--- config.mk ---
export PLATFORM = sky130hd
export DESIGN_NAME = adc_spi_reader
export DESIGN_NICKNAME = d
export VERILOG_FILES = /design/src/rtl/adc_spi_reader.sv
export SDC_FILE = /design/constraint.sdc
export NUM_CORES = 1
export LEC_CHECK = 0
export CELL_PAD_IN_SITES_DETAIL_PLACEMENT = 1
export CELL_PAD_IN_SITES_GLOBAL_PLACEMENT = 2
export CORE_ASPECT_RATIO = 1.25
export CORE_UTILIZATION = 35
export DETAILED_ROUTE_END_ITERATION = 8
export PLACE_DENSITY_LB_ADDON = 0.15
export SETUP_SLACK_MARGIN = 0.2
export SYNTH_ARGS = -nofsm -noshare
export SYNTH_HDL_FRONTEND = slang
export SYNTH_SLANG_ARGS = --single-unit
export TNS_END_PERCENT = 10
--- constraint.sdc ---
create_clock -name clk -period 4.4 [get_ports clk]
set_clock_uncertainty 0.1 [all_clocks]
set_input_delay 0.66 -clock clk [delete_from_list [all_inputs] [get_ports clk]]
set_output_delay 0.66 -clock clk [all_outputs]
set_load 0.01 [all_outputs]
--- src/rtl/adc_spi_reader.sv ---
`default_nettype none
// ============================================================================
// Module      : adc_spi_reader
// Description : SPI master for an MCP3202-class dual-channel 12-bit ADC.
//               Converts channel 0 and channel 1 alternately while enabled and
//               holds the last result of each channel on p1data / p2data.
// Revision    : 1.0 - initial release
// ----------------------------------------------------------------------------
// Ports:
//   clk     in   system clock
//   reset   in   synchronous reset, active low
//   enable  in   level; frames run back to back while high
//   miso    in   ADC serial data out
//   sclk    out  SPI clock, idles low (mode 0,0)
//   mosi    out  ADC serial data in
//   cs_n    out  ADC chip select, active low
//   p1data  out  last channel-0 result (12 bits)
//   p2data  out  last channel-1 result (12 bits)
//   p1valid out  one-cycle pulse when p1data updates
//   p2valid out  one-cycle pulse when p2data updates
//   busy    out  high while cs_n is low
// ============================================================================
module adc_spi_reader #(
  parameter int CLK_DIV = 24,
  parameter int CS_GAP  = 24
) (
  input  logic        clk,
  input  logic        reset,
  input  logic        enable,
  input  logic        miso,
  output logic        sclk,
  output logic        mosi,
  output logic        cs_n,
  output logic [11:0] p1data,
  output logic [11:0] p2data,
  output logic        p1valid,
  output logic        p2valid,
  output logic        busy
);

  // One shared cycle counter serves both the SCLK phases and the CS gap.
  localparam int CNT_MAX = (CLK_DIV > CS_GAP) ? CLK_DIV : CS_GAP;
  localparam int CNT_W   = $clog2(CNT_MAX + 1);

  localparam logic [CNT_W-1:0] c_div_last = CNT_W'(CLK_DIV - 1);
  localparam logic [CNT_W-1:0] c_gap_last = CNT_W'(CS_GAP - 1);
  localparam logic [4:0]       c_last_per = 5'd16;  // period 17, zero-based
  localparam logic [4:0]       c_null_per = 5'd4;   // period 5, zero-based

  typedef enum logic [2:0] {
    ST_IDLE  = 3'd0,
    ST_SETUP = 3'd1,
    ST_SHIFT = 3'd2,
    ST_HOLD  = 3'd3,
    ST_GAP   = 3'd4
  } state_t;

  state_t           state_q, state_d;
  logic [CNT_W-1:0] cnt_q,   cnt_d;
  logic [4:0]       per_q,   per_d;     // SCLK period index, 0..16
  logic             sclk_q,  sclk_d;
  logic             mosi_q,  mosi_d;
  logic             cs_n_q,  cs_n_d;
  logic             busy_q,  busy_d;
  logic             ch_q,    ch_d;      // channel being converted
  logic [11:0]      shreg_q, shreg_d;
  logic [11:0]      p1data_q, p1data_d;
  logic [11:0]      p2data_q, p2data_d;
  logic             p1valid_q, p1valid_d;
  logic             p2valid_q, p2valid_d;

  // --------------------------------------------------------------------------
  // State register
  // --------------------------------------------------------------------------
  always_ff @(posedge clk) begin
    if (!reset) begin
      state_q   <= ST_IDLE;
      cnt_q     <= '0;
      per_q     <= '0;
      sclk_q    <= 1'b0;
      mosi_q    <= 1'b0;
      cs_n_q    <= 1'b1;
      busy_q    <= 1'b0;
      ch_q      <= 1'b0;
      shreg_q   <= '0;
      p1data_q  <= '0;
      p2data_q  <= '0;
      p1valid_q <= 1'b0;
      p2valid_q <= 1'b0;
    end else begin
      state_q   <= state_d;
      cnt_q     <= cnt_d;
      per_q     <= per_d;
      sclk_q    <= sclk_d;
      mosi_q    <= mosi_d;
      cs_n_q    <= cs_n_d;
      busy_q    <= busy_d;
      ch_q      <= ch_d;
      shreg_q   <= shreg_d;
      p1data_q  <= p1data_d;
      p2data_q  <= p2data_d;
      p1valid_q <= p1valid_d;
      p2valid_q <= p2valid_d;
    end
  end

  // --------------------------------------------------------------------------
  // Next-state and output logic
  // --------------------------------------------------------------------------
  always_comb begin
    state_d   = state_q;
    cnt_d     = cnt_q;
    per_d     = per_q;
    sclk_d    = sclk_q;
    mosi_d    = mosi_q;
    cs_n_d    = cs_n_q;
    ch_d      = ch_q;
    shreg_d   = shreg_q;
    p1data_d  = p1data_q;
    p2data_d  = p2data_q;
    p1valid_d = 1'b0;
    p2valid_d = 1'b0;

    case (state_q)
      ST_IDLE: begin
        cnt_d = '0;
        if (enable) begin
          state_d = ST_SETUP;
          cs_n_d  = 1'b0;
          mosi_d  = 1'b1;   // start bit
        end
      end

      ST_SETUP: begin
        if (cnt_q == c_div_last) begin
          state_d = ST_SHIFT;
          cnt_d   = '0;
          per_d   = '0;
          sclk_d  = 1'b1;
        end else begin
          cnt_d = cnt_q + 1'b1;
        end
      end

      ST_SHIFT: begin
        if (cnt_q == c_div_last) begin
          cnt_d = '0;
          if (sclk_q) begin
            // End of the high phase: sample miso and advance mosi together,
            // so mosi only ever moves on an sclk falling edge.
            sclk_d = 1'b0;
            if (per_q > c_null_per) begin
              shreg_d = {shreg_q[10:0], miso};
            end
            case (per_q)
              5'd0:    mosi_d = 1'b1;  // SGL
              5'd1:    mosi_d = ch_q;  // ODD selects the channel
              5'd2:    mosi_d = 1'b1;  // MSBF
              default: mosi_d = 1'b0;
            endcase
          end else if (per_q == c_last_per) begin
            state_d = ST_HOLD;
          end else begin
            sclk_d = 1'b1;
            per_d  = per_q + 1'b1;
          end
        end else begin
          cnt_d = cnt_q + 1'b1;
        end
      end

      ST_HOLD: begin
        if (cnt_q == c_div_last) begin
          state_d = ST_GAP;
          cnt_d   = '0;
          cs_n_d  = 1'b1;
          if (ch_q) begin
            p2data_d  = shreg_q;
            p2valid_d = 1'b1;
          end else begin
            p1data_d  = shreg_q;
            p1valid_d = 1'b1;
          end
          ch_d = ~ch_q;
        end else begin
          cnt_d = cnt_q + 1'b1;
        end
      end

      ST_GAP: begin
        if (cnt_q == c_gap_last) begin
          cnt_d = '0;
          if (enable) begin
            state_d = ST_SETUP;
            cs_n_d  = 1'b0;
            mosi_d  = 1'b1;
          end else begin
            state_d = ST_IDLE;
          end
        end else begin
          cnt_d = cnt_q + 1'b1;
        end
      end

      default: begin
        state_d = ST_IDLE;
        cnt_d   = '0;
        sclk_d  = 1'b0;
        cs_n_d  = 1'b1;
      end
    endcase

    // busy is registered alongside cs_n so the two can never disagree.
    busy_d = ~cs_n_d;
  end

  assign sclk    = sclk_q;
  assign mosi    = mosi_q;
  assign cs_n    = cs_n_q;
  assign busy    = busy_q;
  assign p1data  = p1data_q;
  assign p2data  = p2data_q;
  assign p1valid = p1valid_q;
  assign p2valid = p2valid_q;

endmodule
`default_nettype wire

* After elaboration in Yosys (flattened, before gate mapping)
Cells that the tools add are included.
Storage, ports and cells: bits in registers 56, bits of input ports 4, output and inout port bits 30, logic and storage cells 87
Cells by class: add/subtract/negate cells 2, order comparisons 1, equal/unequal tests 17, multiplexer cells 31, bitwise gates (word level) 5, reduce and logical (&&, ||, !) cells 18
Operators with widths (count):
- $mux W3 | 7
- $mux W5 | 4
- $ne A2 B2 Y1 const B | 9
- $pmux W3 S5 | 1
- $mux W1 | 14
- $reduce_and A3 Y1 | 4
- $add A5 B1 Y5 const B | 2
- $eq A5 B5 Y1 const B | 2
- $pmux W5 S2 | 1
- $reduce_and A4 Y1 | 2
- $reduce_and A7 Y1 | 1
- $eq A3 B2 Y1 const B | 2
- $pmux W1 S3 | 2
- $reduce_or A3 Y1 | 2
- $eq A5 B1 Y1 const B | 1
- $eq A5 B2 Y1 const B | 1
- $gt A5 B3 Y1 const B | 1
- $logic_not A5 Y1 | 1
- $not A1 Y1 | 5
- $reduce_and A5 Y1 | 1
- $pmux W1 S4 | 1
- $reduce_or A2 Y1 | 2
- $reduce_or A4 Y1 | 1
- $eq A3 B1 Y1 const B | 1
- 6 further kinds | 6

* Depth between registers and ports, before layout
word-level depth 6, depth in mapped cells 7, mapped depth without buffers 6

* Least setup slack after synthesis
OpenSTA, ideal clock, no wires.
kind register to register, from register per_q[0], to register shreg_q[10], setup time 0.128 ns, data arrival time 1.709 ns, required time 4.172 ns, slack 2.463 ns, cell stages (with the launch flop) 8, buffers on the path 1, period minus slack after synthesis 1.937 ns, path through dfxtp_1 -> inv_1 -> ha_1 -> nand2b_1 -> a2111oi_4 -> buf_6 -> mux2i_1 -> nor2_1
Between the ends: longest elaborated chain between the ends 2
Ends and longest elaborated chain:
- start: declaration | RTL line 60 | logic [4:0] per_q, per_d;
- start signal: assignment | RTL line 93 | per_q <= per_d;
- $gt A5 B3 Y1 | RTL line 152 | if (per_q > c_null_per) begin
- $reduce_and A4 Y1 (no line)
- end signal: assignment | RTL line 99 | shreg_q <= shreg_d;
- end: declaration | RTL line 66 | logic [11:0] shreg_q, shreg_d;
No other way between the ends. A chain may end at the register's enable or synchronous reset.

* Worst setup path after layout
from register per_q[0], to register shreg_q[8]
The elaborated chain is that of the path after synthesis.

==> flow_summary_export.csv <==
group,metric,value,unit
worst_setup_path,regToRegSetupSlack,1.87,ns
worst_setup_path,r2r-end,"shreg_q[8]$_SDFFE_PN0P_",
die,die_x,74.6,um
logic_synthesis,synthArstFlopShare,0,
worst_setup_path,worst_setup_path_end_kind,"flip-flop",
min_path,holdPathEnd,"p1data[8]$_SDFFE_PN0P_",
cts,htree_levels,2,
power,peakVddDrop,0.178,mV
worst_setup_path,path_cells,"inv_1, ha_1, nand2b_1, a2111oi_4, mux2i_1, nor2_1",
power,combPwrFrac,0.036,
logic_synthesis,synth_warnings,0,
job,cap_violations,0,
grt,antenna_found_initial,0,
cts,cts_buffers,5,
grt,overflow,0,
sta,maxSlewHeadroom,0.269,
sta,finalCritPeriodShare,0.575,
die,ios,34,
power,p_leak,1.02,nW
placed_design,dpl.hpwl,3610,um
logic_synthesis,ys_seq_elements,56,
cts,cts_resized,0,
cts,path_clk_slew,0.10,ns
detailed_routing,firstDrtPassIters,4,
grt,grt_usage,0.162,
detailed_routing,ant_nets,0,
logic_synthesis,synth_edf_count,0,
grt,grt_pass1_wl,8800,um
sta,hold_viol,0,
power,p_total,0.822,mW
worst_setup_path,cp_max_fo,12,
logic_synthesis,synth_common_cells,"56 x dfxtp_1, 36 x nand2_1, 24 x mux2i_1, 24 x nor2_1, 18 x nand3_1",
sta,rsz0062_at_grt,"no",
die,placementRows,32,
worst_setup_path,cp.arrival,2.62,ns
grt,grt_pass1_vias,1831,
finish,final-instance-count-excl-fill,360,
worst_setup_path,cpPeakStageDelay,1.01,ns
cts,root_buffer,"clkbuf_8",
logic_synthesis,avgSynthCellArea,9.31,sq um
min_path,min_path_cells,2,
worst_setup_path,ff2ff_path_depth,6,
detailed_routing,wirelength,4950,um
detailed_routing,wire_per_inst,13.8,um
logic_synthesis,yosys.area.top_type_share,0.486,
logic_synthesis,synth_area_leaders,"dfxtp_1 49%, mux2i_1 10%, nand2_1 5.9%, nand3_1 3.9%, nor2_1 3.9%",
power,p_seq_frac,0.624,
placed_design,pre_cts_ws,1.85,ns
cts,cts_max_path_buffers,2,
cts,clock_latency,0.30,ns
logic_synthesis,synth_cells,248,
die,die_area,0.00693,sq mm
worst_setup_path,crit_path_top_delay_cell,"a2111oi_4",
power,intPower,0.637,mW
finish,multiInputGateArea,0.00109,sq mm
logic_synthesis,synth.most_common_cell,"dfxtp_1",
logic_synthesis,synth_flop_cell,"dfxtp_1",
power,power_density,297,mW/mm^2
finish,nFillCells,764,
sta,hold_ws,0.362,ns
finish,register_area,0.00112,sq mm
die,die_h,92.8,um
finish,final_area,0.00277,sq mm
worst_setup_path,r2r_start,"per_q[0]$_SDFFE_PN0P_",
outcome,status,"finished clean",
placed_design,placed_cells,352,
power,clockPowerShare,0.339,
finish,layout-drive-gt1-share,0.0509,
sta,tightest_slew,1.10,ns
min_path,worstHoldPathType,"flip-flop to flip-flop",
sta,final_max_slew_viol_count,0,
cts,numClockSinks,56,
logic_synthesis,synth.distinct_cells,42,
sta,final.setup.tns,0,ns
cts,ctsHoldBuffers,0,
sta,fin_crit,2.53,ns
finish,area_growth,19.8,%
worst_setup_path,crit_required,4.49,ns
cts,postCtsSetupRepairBufs,0,
detailed_routing,via_per_inst,4.96,
logic_synthesis,syn_nets,257,
finish,fin_util,0.440,
placed_design,placedInstanceArea,0.00268,sq mm
die,initial_core_util,0.367,
power,switchingPower,0.185,mW
finish,antennaDiodeCount,0,
placed_design,gp_congestion,0.738,
worst_setup_path,worstSetupPathType,"flip-flop to flip-flop",
sta,fin_ws,1.87,ns
finish,layout.nets,283,
logic_synthesis,synth_area,0.00231,sq mm
detailed_routing,remaining_drc_errors,0,
logic_synthesis,yosysSeqAreaShare,0.486,
detailed_routing,vias,1784,
logic_synthesis,yosysTopAreaCell,"dfxtp_1",
sta,clock.fmax,0.395,GHz
min_path,hold_start,"p1data[8]$_SDFFE_PN0P_",
worst_setup_path,worstSetupStartpointType,"flip-flop",
die,core_area,0.00629,sq mm
placed_design,port_buffers,33,
power,sw_frac_of_total,0.225,
sta,finalSetupViolCount,0,
detailed_routing,drtIter0Drc,41,
grt,grt_max_degree,27,
cts,cts_tree,"built",
## sequential cells by signal, summed over array words and instances, names as in the netlist
name	flops
p1valid	1
mosi	1
cs_n	1
shreg_q	12
p2valid	1
busy	1
p2data	12
state_q	3
ch_q	1
per_q	5
p1data	12
cnt_q	5
sclk	1
## power groups by stage
stage / registers [mW] / clock network (mW) / logic, mW
3_3_place_gp: 0.525 / 0 / 0.0305
4_1_cts: 0.513 / 0.294 / 0.0310
6_report: 0.513 / 0.279 / 0.0300
5_1_grt: 0.514 / 0.311 / 0.0336
3_5_place_dp: 0.525 / 0 / 0.0308
2_1_floorplan: 0.524 / 0 / 0.0180
## cells by family after synthesis
| group | count (synthesis) | synth area share |
|---|---|---|
| flops | 56 | 0.486 |
| compound gates | 35 | 0.0997 |
| fa+ha+maj | 5 | 0.0271 |
| simple gates | 101 | 0.221 |
| buf+inv | 22 | 0.0439 |
| mux | 24 | 0.104 |
| xor+xnor | 5 | 0.0190 |
## worst max-delay path by stage
stage / cells after the start / start / to / slack, ns
5_1_grt: 6 / per_q[0]$_SDFFE_PN0P_ / shreg_q[10]$_SDFFE_PN0P_ / 1.65
3_3_place_gp: 5 / reset / per_q[4]$_SDFFE_PN0P_ / 1.88
3_5_place_dp: 5 / reset / per_q[4]$_SDFFE_PN0P_ / 1.85
2_1_floorplan: 7 / per_q[0]$_SDFFE_PN0P_ / shreg_q[10]$_SDFFE_PN0P_ / 2.46
4_1_cts: 6 / per_q[0]$_SDFFE_PN0P_ / shreg_q[8]$_SDFFE_PN0P_ / 1.86
6_report: 6 / per_q[0]$_SDFFE_PN0P_ / shreg_q[8]$_SDFFE_PN0P_ / 1.87
## area by class of cell
class | instances | share of cell area
sequential | 56 | 0.405
multi-input combinational | 170 | 0.393
timing repair buffer | 35 | 0.125
tap | 85 | 0.0384
clock buffer | 7 | 0.0276
inverter | 6 | 0.00814
clock inverter | 1 | 0.00317
## cell usage in the layout, fill, tap and decap left out, types with 2 or more instances in the layout
cell | netlist | layout
nand2b_1 | 4 | 4
ha_1 | 5 | 5
clkdlybuf4s50_1 | 0 | 33
o21ai_1 | 12 | 12
and4bb_2 | 2 | 2
xor2_1 | 3 | 3
a21oi_1 | 3 | 3
buf_4 | 0 | 2
nand3_1 | 18 | 18
nor2_1 | 24 | 24
o21ai_0 | 7 | 7
dfxtp_1 | 56 | 56
inv_1 | 5 | 5
or3_1 | 2 | 2
nand2_1 | 36 | 36
clkbuf_8 | 0 | 5
nor3_1 | 4 | 4
xnor2_1 | 2 | 2
a31oi_1 | 3 | 3
mux2i_1 | 24 | 24
and4b_1 | 2 | 2
a41oi_1 | 2 | 2
clkbuf_1 | 4 | 2
## metal layers
metal,track usage,wire [um],share of wire
met5,0,0,0
met4,0.0472,63,0.013
met3,0.0294,135,0.027
met2,0.270,2460,0.50
met1,0.210,2300,0.46
## critical path: cells and delay by family, from the launching register on
kind / cells / cell delay, ns
buffers and inverters: 1 / 0.12
DFF: 1 / 0.43
and+or+nand+nor: 2 / 0.23
AOI/OAI and AO/OA: 1 / 1.01
adders and majority gates: 1 / 0.24
muxes: 1 / 0.27
Power figures use the tool's default switching activity.
